`src/rtl/riscv_pkg.sv`:
```
// Shared RISC-V decode types used by the decode-side pipeline stages.
// Holds the immediate-kind encoding consumed by the immediate generator.
// Pure type definitions; no logic, no latency, no flow control.
package riscv_pkg;

    // Immediate kinds selectable by decode; IMM_Z (CSR uimm) and IMM_SH
    // (shift amount) are zero-extended, everything else sign-extends.
    // Encoding 3'd7 is left undefined and is flagged as an error downstream.
    typedef enum logic [2:0] {
        IMM_I  = 3'd0,
        IMM_S  = 3'd1,
        IMM_B  = 3'd2,
        IMM_U  = 3'd3,
        IMM_J  = 3'd4,
        IMM_Z  = 3'd5,
        IMM_SH = 3'd6
    } immediate_type_e;

endpackage

```
`src/rtl/imm_extend_pipe_if.sv`:
```
// Handshake bundle for the immediate-extend stage: decode side in, execute side out.
// No latency; pure wiring between producer, stage and consumer.
// Both sides use valid/ready; master drives the inputs, slave is the stage.
interface imm_extend_pipe_if
    import riscv_pkg::*;
#(
    parameter int XLEN  = 32,
    parameter int TAG_W = 32
);
    // upstream (decode) side
    logic              in_valid;
    logic              in_ready;
    logic [31:0]       in_instr;
    immediate_type_e   in_src;
    logic [TAG_W-1:0]  in_tag;

    // downstream (execute) side
    logic              out_valid;
    logic              out_ready;
    logic [XLEN-1:0]   out_imm;
    logic [TAG_W-1:0]  out_tag;
    logic              out_err;

    // the stage itself
    modport slave (
        input  in_valid, in_instr, in_src, in_tag, out_ready,
        output in_ready, out_valid, out_imm, out_tag, out_err
    );

    // whoever feeds the stage and drains its output
    modport master (
        output in_valid, in_instr, in_src, in_tag, out_ready,
        input  in_ready, out_valid, out_imm, out_tag, out_err
    );

endinterface

```
`src/rtl/imm_extend_pipe.sv`:
```
// Registered RV immediate generator with tag/err sideband, 2-entry skid buffer.
// Latency: 1 cycle from accept to out_valid when empty; full throughput when draining.
// Backpressure: in_ready is a flop (low only while the skid entry is occupied).
module imm_extend_pipe
    import riscv_pkg::*;
#(
    parameter int XLEN  = 32,
    parameter int TAG_W = 32
) (
    input  logic               clk,
    input  logic               rst,
    input  logic               flush,
    imm_extend_pipe_if.slave   bus
);

    // Only RV32 and RV64 datapaths are meaningful for this stage.
    if (XLEN != 32 && XLEN != 64) begin : g_bad_xlen
        $error("imm_extend_pipe: XLEN must be 32 or 64");
    end

    typedef enum logic [1:0] {
        ST_EMPTY = 2'd0,
        ST_ONE   = 2'd1,
        ST_TWO   = 2'd2
    } state_e;

    typedef struct packed {
        logic [XLEN-1:0]  imm;
        logic [TAG_W-1:0] tag;
        logic             err;
    } payload_t;

    state_e    state;
    payload_t  main_q;
    payload_t  skid_q;
    payload_t  in_pl;
    logic      in_ready_q;
    logic      out_valid_q;
    logic      accept;
    logic      emit;
    logic [XLEN-1:0] ext_imm;
    logic            ext_err;

    // Opcode bits never contribute to an immediate.
    logic unused_opcode_bits;
    assign unused_opcode_bits = ^bus.in_instr[6:0];

    // Immediate extraction; undefined kinds give a clean zero plus err so no X leaks.
    always_comb begin
        ext_imm = '0;
        ext_err = 1'b0;
        case (bus.in_src)
            IMM_I:  ext_imm = XLEN'($signed(bus.in_instr[31:20]));
            IMM_S:  ext_imm = XLEN'($signed({bus.in_instr[31:25], bus.in_instr[11:7]}));
            IMM_B:  ext_imm = XLEN'($signed({bus.in_instr[31], bus.in_instr[7],
                                              bus.in_instr[30:25], bus.in_instr[11:8], 1'b0}));
            IMM_U:  ext_imm = XLEN'($signed({bus.in_instr[31:12], 12'b0}));
            IMM_J:  ext_imm = XLEN'($signed({bus.in_instr[31], bus.in_instr[19:12],
                                              bus.in_instr[20], bus.in_instr[30:21], 1'b0}));
            IMM_Z:  ext_imm = XLEN'(bus.in_instr[19:15]);
            // RV64 shifts take a 6-bit shamt; RV32 ignores instr[25].
            IMM_SH: ext_imm = (XLEN == 64) ? XLEN'(bus.in_instr[25:20])
                                           : XLEN'(bus.in_instr[24:20]);
            default: begin
                ext_imm = '0;
                ext_err = 1'b1;
            end
        endcase
    end

    assign in_pl = {ext_imm, bus.in_tag, ext_err};

    // A flush kills both handshakes in its own cycle.
    assign accept = bus.in_valid & in_ready_q & ~flush;
    assign emit   = out_valid_q & bus.out_ready & ~flush;

    // Skid-buffer control: main feeds the outputs, skid absorbs one entry of stall.
    always_ff @(posedge clk) begin
        if (rst) begin
            state       <= ST_EMPTY;
            main_q      <= '0;
            skid_q      <= '0;
            in_ready_q  <= 1'b1;
            out_valid_q <= 1'b0;
        end else if (flush) begin
            // Data registers keep stale contents; out_valid=0 masks them.
            state       <= ST_EMPTY;
            in_ready_q  <= 1'b1;
            out_valid_q <= 1'b0;
        end else begin
            case (state)
                ST_EMPTY: begin
                    if (accept) begin
                        main_q      <= in_pl;
                        out_valid_q <= 1'b1;
                        state       <= ST_ONE;
                    end
                end
                ST_ONE: begin
                    if (emit && accept) begin
                        main_q <= in_pl;
                    end else if (emit) begin
                        out_valid_q <= 1'b0;
                        state       <= ST_EMPTY;
                    end else if (accept) begin
                        skid_q     <= in_pl;
                        in_ready_q <= 1'b0;
                        state      <= ST_TWO;
                    end
                end
                ST_TWO: begin
                    // in_ready is low here, so only the drain side can move.
                    if (emit) begin
                        main_q     <= skid_q;
                        in_ready_q <= 1'b1;
                        state      <= ST_ONE;
                    end
                end
                default: begin
                    state       <= ST_EMPTY;
                    in_ready_q  <= 1'b1;
                    out_valid_q <= 1'b0;
                end
            endcase
        end
    end

    assign bus.in_ready  = in_ready_q;
    assign bus.out_valid = out_valid_q;
    assign bus.out_imm   = main_q.imm;
    assign bus.out_tag   = main_q.tag;
    assign bus.out_err   = main_q.err;

endmodule
```
`src/flat_wrapper.sv`:
```
// flat-port wrapper written by rule: the top's interface ports become plain ports
module imm_extend_pipe_flat import riscv_pkg::*;
#(
    parameter int XLEN  = 32,
    parameter int TAG_W = 32
)
  (clk, rst, flush, bus_in_valid, bus_in_instr, bus_in_src, bus_in_tag, bus_out_ready, bus_in_ready, bus_out_valid, bus_out_imm, bus_out_tag, bus_out_err);
  imm_extend_pipe_if #(.XLEN(XLEN), .TAG_W(TAG_W)) bus_i ();
  input  logic clk;
  input  logic rst;
  input  logic flush;
  input wire logic [$bits(bus_i.in_valid)-1:0] bus_in_valid;
  input wire logic [$bits(bus_i.in_instr)-1:0] bus_in_instr;
  input wire logic [$bits(bus_i.in_src)-1:0] bus_in_src;
  input wire logic [$bits(bus_i.in_tag)-1:0] bus_in_tag;
  input wire logic [$bits(bus_i.out_ready)-1:0] bus_out_ready;
  output wire logic [$bits(bus_i.in_ready)-1:0] bus_in_ready;
  output wire logic [$bits(bus_i.out_valid)-1:0] bus_out_valid;
  output wire logic [$bits(bus_i.out_imm)-1:0] bus_out_imm;
  output wire logic [$bits(bus_i.out_tag)-1:0] bus_out_tag;
  output wire logic [$bits(bus_i.out_err)-1:0] bus_out_err;
  assign bus_i.in_valid = bus_in_valid;
  assign bus_i.in_instr = bus_in_instr;
  assign bus_i.in_src = bus_in_src;
  assign bus_i.in_tag = bus_in_tag;
  assign bus_i.out_ready = bus_out_ready;
  assign bus_in_ready = bus_i.in_ready;
  assign bus_out_valid = bus_i.out_valid;
  assign bus_out_imm = bus_i.out_imm;
  assign bus_out_tag = bus_i.out_tag;
  assign bus_out_err = bus_i.out_err;
  imm_extend_pipe #(.XLEN(XLEN), .TAG_W(TAG_W)) u_core (.clk(clk), .rst(rst), .flush(flush), .bus(bus_i));
endmodule
```
`config.mk`:
```
export PLATFORM = sky130hd
export DESIGN_NAME = imm_extend_pipe_flat
export DESIGN_NICKNAME = d
export VERILOG_FILES = /design/src/rtl/riscv_pkg.sv /design/src/rtl/imm_extend_pipe_if.sv /design/src/rtl/imm_extend_pipe.sv /design/src/flat_wrapper.sv
export SDC_FILE = /design/constraint.sdc
export NUM_CORES = 1
export LEC_CHECK = 0
export BUFFER_PORTS_ARGS = -buffer_cell sky130_fd_sc_hd__buf_2
export CORE_MARGIN = 4
export CORE_UTILIZATION = 56
export CTS_CLUSTER_SIZE = 25
export DETAILED_ROUTE_END_ITERATION = 10
export PLACE_DENSITY_LB_ADDON = 0.25
export SETUP_SLACK_MARGIN = 0.1
export SLEW_MARGIN = 20
export SYNTH_ARGS = -nofsm -noshare
export SYNTH_HDL_FRONTEND = slang
export SYNTH_SLANG_ARGS = --single-unit
```
`constraint.sdc`:
```
create_clock -name clk -period 3.55 [get_ports clk]
set_input_delay 0.71 -clock clk [delete_from_list [all_inputs] [get_ports clk]]
set_output_delay 0.71 -clock clk [all_outputs]
set_load 0.02 [all_outputs]
```
==> results of run 1 <==
path summary, 6_finish.rpt:
path	end	slack, ns	cells after the start
worst min register to register	u_core.skid_q[64]	0.45	2
worst max register to register	u_core.skid_q[63]	0.98	4
worst max-delay path	u_core.skid_q[63]	0.98	4
worst min-delay path	u_core.skid_q[31]	0.44	3
synth_stat cells, drive strengths merged (2+ instances only):
master	number	area [µm²]
a211oi	20	150
a31oi	6	37.5
o21ai	4	20.0
o41ai	14	123
nor3	25	130
and3b	2	17.5
nor2	93	349
buf	27	138
a311oi	35	307
mux2i	5	50.1
o21a	3	22.5
inv	3	11.3
nand2	160	601
nand3b	21	158
dfxtp	134	2680
a22o	11	96.3
nand2b	4	25.0
o2bb2ai	11	96.3
a21oi	56	280
nand3	11	55.1
a221oi	11	96.3
clkbuf	40	150
tightest hold or removal path: stages:
cell and delay [ns]:
buf_2 0.10, nand2_1 0.05, a21oi_1 0.05
cell families after synthesis:
| family | after synthesis | synth area share |
|---|---|---|
| mux | 6 | 0.0107 |
| flops | 134 | 0.466 |
| compound gates | 177 | 0.224 |
| simple gates | 325 | 0.245 |
| fa+ha+maj | 1 | 0.00174 |
| buf+inv | 70 | 0.0520 |
registers in the layout, summed over array words and instances, names as in the netlist:
register,count
u_core.bus.out_imm,32
u_core.bus.out_err,1
u_core.skid_q,65
u_core.state,2
u_core.bus.out_valid,1
u_core.bus.out_tag,32
u_core.bus.in_ready,1
metrics by stage:
| stage | power, mW | util | setup WS, ns |
|---|---|---|---|
| 4_1_cts | 3.85 | 0.709 | 1.03 |
| 6_report | 3.83 | 0.709 | 0.983 |
| 5_1_grt | 3.96 | 0.709 | 0.839 |
| 3_3_place_gp | 2.02 | 0.646 | 0.733 |
| 2_1_floorplan | 1.89 | - | 1.53 |
| 3_5_place_dp | 2.04 | 0.646 | 0.717 |
routing by layer:
layer  track usage  up-vias  wire (µm)  part of all wire
met3        0.0546       24       1320             0.087
met5             0        -          0                 0
met1         0.339     2600       6360              0.42
met2         0.415      267       7170              0.47
li1              -     2711          -                 -
met4         0.102        0        286             0.019
area by class of cell:
cell class / instances / area share
clock buffers: 20 / 0.0637
clock inverters: 11 / 0.0249
inverters: 3 / 0.00161
multi-input cells: 509 / 0.400
flip-flops and latches: 134 / 0.384
well taps: 133 / 0.0238
repair buffers: 139 / 0.103
power groups by stage:
stage / clock (mW) / combinational [mW] / sequential [mW]
floorplan: 0 / 0.207 / 1.68
global placement: 0 / 0.397 / 1.63
detailed placement: 0 / 0.407 / 1.63
CTS: 1.84 / 0.411 / 1.60
global route: 1.90 / 0.452 / 1.60
finish: 1.82 / 0.411 / 1.60
==> results.md, run 1 <==
- Max-capacitance violation count: 0
- Endpoint kind of the worst setup timing path: flip-flop
- Launch instance of the worst min-delay path: bus_in_tag[30]
- Number of H-tree branching levels: 4
- Synth cell types: 43
- Iteration count of the initial detailed-routing pass: 5
- Count of vias placed by the detailed router: 5602
- Synthesized cell area: 5750 µm²
- Leading cell type in the layout, fill and taps excluded: nand2_1
- Total of cells resized after clock tree synthesis: 0
- RSZ-0062 raised after global routing: no
- Worst slew margin: 0.371
- Number of inserted diodes: 0
- Startpoint Class: flip-flop
- Fraction of registers with async set/reset: 0
- Combinational power share: 0.107
- # port buffers: 131
- Placement Cell Area: 6370 µm²
- Highest fanout seen on the critical path: 48
- Initial antenna violation count: 0
- Outcome: completed
- Area taken by multi-input logic gates: 2800 µm²
- Gate count after technology mapping: 713
- Final Hold Slack: 0.441 ns
- Fillers: 779
- Cell type of the slowest stage on the worst timing path: or4_4
- LEAKAGE: 2.79 nW
- Flip-flop and latch count after synthesis: 134
- Endpoint arrival time on the critical path: 3.02 ns
- Storage cell area: 2680 µm²
- Tcrit/Tclk final: 0.723
- Starting utilization of the core area: 0.583
- Proportion of synthesized chip area in sequential cells: 0.466
- Number of remaining DRC errors: 0
- Cell-by-cell trace of the critical path: a21bo_2 -> or4_4 -> nor3_2 -> a22o_1
- Worst flop-to-flop path startpoint: u_core.state[0]
- CP peak stage delay: 0.78 ns
- Worst path top cell family by delay: simple AND/OR/NAND/NOR gates
- Global-route wire length before repair: 24800 µm
- Routed vias/inst: 5.90
- Pins over their slew limit: 0
- Fraction of layout instances using a drive strength above 1: 0.221
- Wire length reported by the detailed router: 15100 µm
- Count of placed standard cells including taps: 918
- Tmin final: 2.57 ns
- Class of the most critical setup path: flip-flop to flip-flop
- Maximum vdd ir drop: 0.000300 V
- Finished Cell Area: 6990 µm²
- Class of the most critical hold timing path: primary input to flip-flop
- Signed area change from the synthesized netlist to the final layout: 21.6%
- Synth warn: 0
- Actual slew at the worst max-slew pin: 0.944 ns
- Clock tree from TritonCTS: yes
- Quantity of hold-fixing buffers added after cts: 0
- Core Footprint: 9860 µm²
- Number of post-CTS setup repair buffers: 0
- Worst setup path startpoint: u_core.state[0]
- Maximum buffer depth of the clock tree: 2
- Violation count after the first detailed-route iteration: 462
- Via count of the first global-routing pass: 5243
- Power Internal: 2.89 mW
- Post-synth net total: 785
- Number of setup violations in the final report: 0
- Clock sink count: 134
- Post-route antenna net violation count: 0
- Clock insertion delay at the later pin of the skew report: 0.52 ns
- Routability congestion estimate from global placement: 0.868
- F_max: 390 MHz
- Part of the power in registers: 0.418
- Sum of negative setup slack: 0 ns
- Global-route usage over all layers: 0.258
- HPWL Detailed: 9430 µm
- Wire per inst: 16.0 µm
- Clock transition at the registers of the reported paths: 0.06 ns
- X dimension of the die: 109 µm
- Clock Skew: 0.00938 ns
- Number of buffers created by CTS: 17
- Pin count of the biggest net entering global routing: 86
- P_sw: 0.941 mW
- Net total in the final layout: 876
- Hold Violations, Final: 0
- CTS Root Cell: clkbuf_8
- Post-synthesis area per instance: 8.07 µm²
- Number of enable-type register cells in the synthesized netlist: 0
- Clock share of power: 0.475
- Critical path data required time: 4.00 ns
- IO Pins: 139
- Power per cell area: 547 nW/µm²
- Global route overflow: 0
- Non-filler cells in the finished layout: 949
- Vert. Die Dim: 109 µm
- Floorplan die area: 12000 µm²
- Dominant synthesized flop cell: dfxtp_1
- Highest-count cells in the layout ignoring fill and taps: 160 x nand2_1, 134 x dfxtp_1, 130 x buf_2
- Number of standard-cell rows in the floorplan: 36
- CP bufs+invs: 0
- Switching portion of total power: 0.246
No activity file was read; power rests on OpenSTA's default activity.
==> run 2, diff against run 1 <==
Settings changed: ABC_AREA set to 1, CORE_UTILIZATION 56 to 54.
Clock period 3.55 ns to 2.45 ns, I/O delays scaled along.
==> run 2 against run 1 <==
Routed wire length rose by 5.2%; count of clock-buffer cells in the layout did not move; setup slack got worse by 0.52 ns; combinational power rose by 91%; critical path depth rose by 5; register-to-register slack got worse by 0.52 ns.
==> results.md, run 2 <==
- Endpoint arrival time on the critical path: 2.29 ns
- Maximum vdd ir drop: 0.000659 V
- Synth warn: 0
- Max-capacitance violation count: 0
- Signed area change from the synthesized netlist to the final layout: 21.5%
- Clock Skew: 0.00489 ns
- Number of setup violations in the final report: 0
- Hold Violations, Final: 0
- Synth cell types: 24
- Class of the most critical setup path: flip-flop to flip-flop
- Most used cell, CP: nand2_1
- Clock sink count: 134
- Initial antenna violation count: 0
- Setup WS post-layout: 0.466 ns
- Gate count after technology mapping: 912
- Power per cell area: 815 nW/µm²
- RSZ-0062 raised after global routing: no
- Number of remaining DRC errors: 0
- Pre-CTS setup slack: 0.169 ns
- F_max: 504 MHz
- Post-synthesis area per instance: 6.74 µm²
- Global-route usage over all layers: 0.244
- Max FFs per register: 65
- Number of post-CTS setup repair buffers: 0
- Worst slew margin: 0.461
- # port buffers: 131
- IO Pins: 139
- Cell-by-cell trace of the critical path: nand2_4 -> inv_4 -> nand2_2 -> nand2_1 -> inv_2 -> nand2_4 -> nand2_1 -> nand2_1 -> nor2_1
- Sum of negative setup slack: 0 ns
- Vert. Die Dim: 115 µm
- Clock tree from TritonCTS: yes
- Largest register by flop count: u_core.skid_q
- Flip-flop and latch count after synthesis: 134
- CP peak stage delay: 0.59 ns
- Top cells by area, synth: dfxtp_1 44%, nand2_1 12%, nand3_1 8.7%
- Leading cell type in the layout, fill and taps excluded: nand2_1
- Met2 Track Usage GR: 0.388
- Global-route wire length before repair: 26200 µm
- Iteration count of the initial detailed-routing pass: 6
- Endpoint kind of the worst setup timing path: flip-flop
- Number of inserted diodes: 0
- Met1 usage in global routing: 0.329
- Fraction of registers with async set/reset: 0
- Post-synth top cells: 200 x nand2_1, 134 x dfxtp_1, 107 x nand3_1
- Pins over their slew limit: 0
- Floorplan die area: 13200 µm²
- Net total in the final layout: 1077
- Critical path data required time: 2.76 ns
- Most area-hungry cell type in the Yosys netlist: dfxtp_1
- X dimension of the die: 115 µm
- Routability congestion estimate from global placement: 0.925
- Class of the most critical hold timing path: primary input to flip-flop
- Tcrit/Tclk final: 0.810
- Storage cell area: 2680 µm²
- Fillers: 983
- Most frequently used cell type in the post-synthesis netlist: nand2_1
- Post-synth net total: 984
- Power after layout: 6.08 mW
- Clock insertion delay at the later pin of the skew report: 0.41 ns
- Wire per inst: 13.8 µm
- Highest-count cells in the layout ignoring fill and taps: 200 x nand2_1, 134 x dfxtp_1, 131 x buf_2
- Via count of the first global-routing pass: 5614
- Wire length reported by the detailed router: 15900 µm
- Tmin final: 1.98 ns
- Routed vias/inst: 5.29
- Actual slew at the worst max-slew pin: 0.809 ns
- Quantity of hold-fixing buffers added after cts: 0
- Outcome: completed
- Number of buffers created by CTS: 17
- Clock transition at the registers of the reported paths: 0.06 ns
- Number of H-tree branching levels: 4
- Area taken by multi-input logic gates: 2850 µm²
- Cell type of the slowest stage on the worst timing path: nand2_4
- CTS Root Cell: clkbuf_16
- Area share of the largest cell type after synthesis: 0.436
- Met3 capacity usage during global routing: 0.0486
- Global route overflow: 0
- Proportion of synthesized chip area in sequential cells: 0.436
- Number of enable-type register cells in the synthesized netlist: 0
- Highest fanout seen on the critical path: 73
- Violation count after the first detailed-route iteration: 512
- Maximum buffer depth of the clock tree: 2
- HPWL Detailed: 9370 µm
- GRT busiest layer: met2
- LEAKAGE: 3.44 nW
- Total of cells resized after clock tree synthesis: 0
- Pin count of the biggest net entering global routing: 74
- Fraction of layout instances using a drive strength above 1: 0.185
- Starting utilization of the core area: 0.560
- Core Footprint: 11000 µm²
- Number of standard-cell rows in the floorplan: 38
- Dominant synthesized flop cell: dfxtp_1
- Post-route antenna net violation count: 0
- Synthesized cell area: 6150 µm²
- Count of vias placed by the detailed router: 6126
- Startpoint Class: flip-flop
-- run 2: path summary, 6_finish.rpt --
path                    start                endpoint  slack [ns]  cells after the start
max           u_core.state[1]  u_core.bus.out_imm[29]        0.47                      9
min             bus_in_tag[9]       u_core.skid_q[10]        0.38                      3
max reg2reg   u_core.state[1]  u_core.bus.out_imm[29]        0.47                      9
min reg2reg  u_core.skid_q[2]        u_core.skid_q[2]        0.45                      2
-- run 2: layer usage --
layer	routed length (µm)	vias up
met5	0	-
met2	7370	213
li1	-	3138
met1	7250	2745
met4	300	0
met3	1010	30
-- run 2: stage by stage --
step,utilization,area (µm²),cells,hold slack (ns)
2_1_floorplan,-,6150,912,0.425
6_report,0.680,7470,1158,0.376
5_1_grt,0.680,7470,1158,0.373
3_3_place_gp,0.617,6780,1126,0.435
3_5_place_dp,0.617,6780,1126,0.439
4_1_cts,0.680,7470,1158,0.365
-- run 2: kinds of logic (layout without fill, tap and decap cells) --
group | after synthesis | count (layout) | synth area share
flip-flops | 134 | 134 | 0.436
AND/OR/NAND/NOR | 420 | 420 | 0.288
AO/OA/AOI/OAI | 210 | 210 | 0.174
buffers and inverters | 148 | 254 | 0.102
-- run 2: cell type report --
cell class | count | share of cell area
Multi-Input combinational cell | 630 | 0.381
Sequential cell | 134 | 0.359
Timing Repair Buffer | 141 | 0.103
Clock buffer | 20 | 0.0625
Inverter | 81 | 0.0411
Clock inverter | 12 | 0.0297
Tap cell | 140 | 0.0235
-- run 2: worst max-delay path: cells and delay by family, from the launching register on --
family                 cells  cell delay (ns)
buffers and inverters      2             0.16
flip-flops                 1             0.44
AND/OR/NAND/NOR            7             1.24
-- run 2: where the power goes --
group / switching (mW) / leakage (nW) / internal [mW]
Combinational: 0.521 / 2.01 / 0.265
Sequential: 0.0512 / 1.09 / 2.29
Clock: 0.961 / 0.340 / 1.99
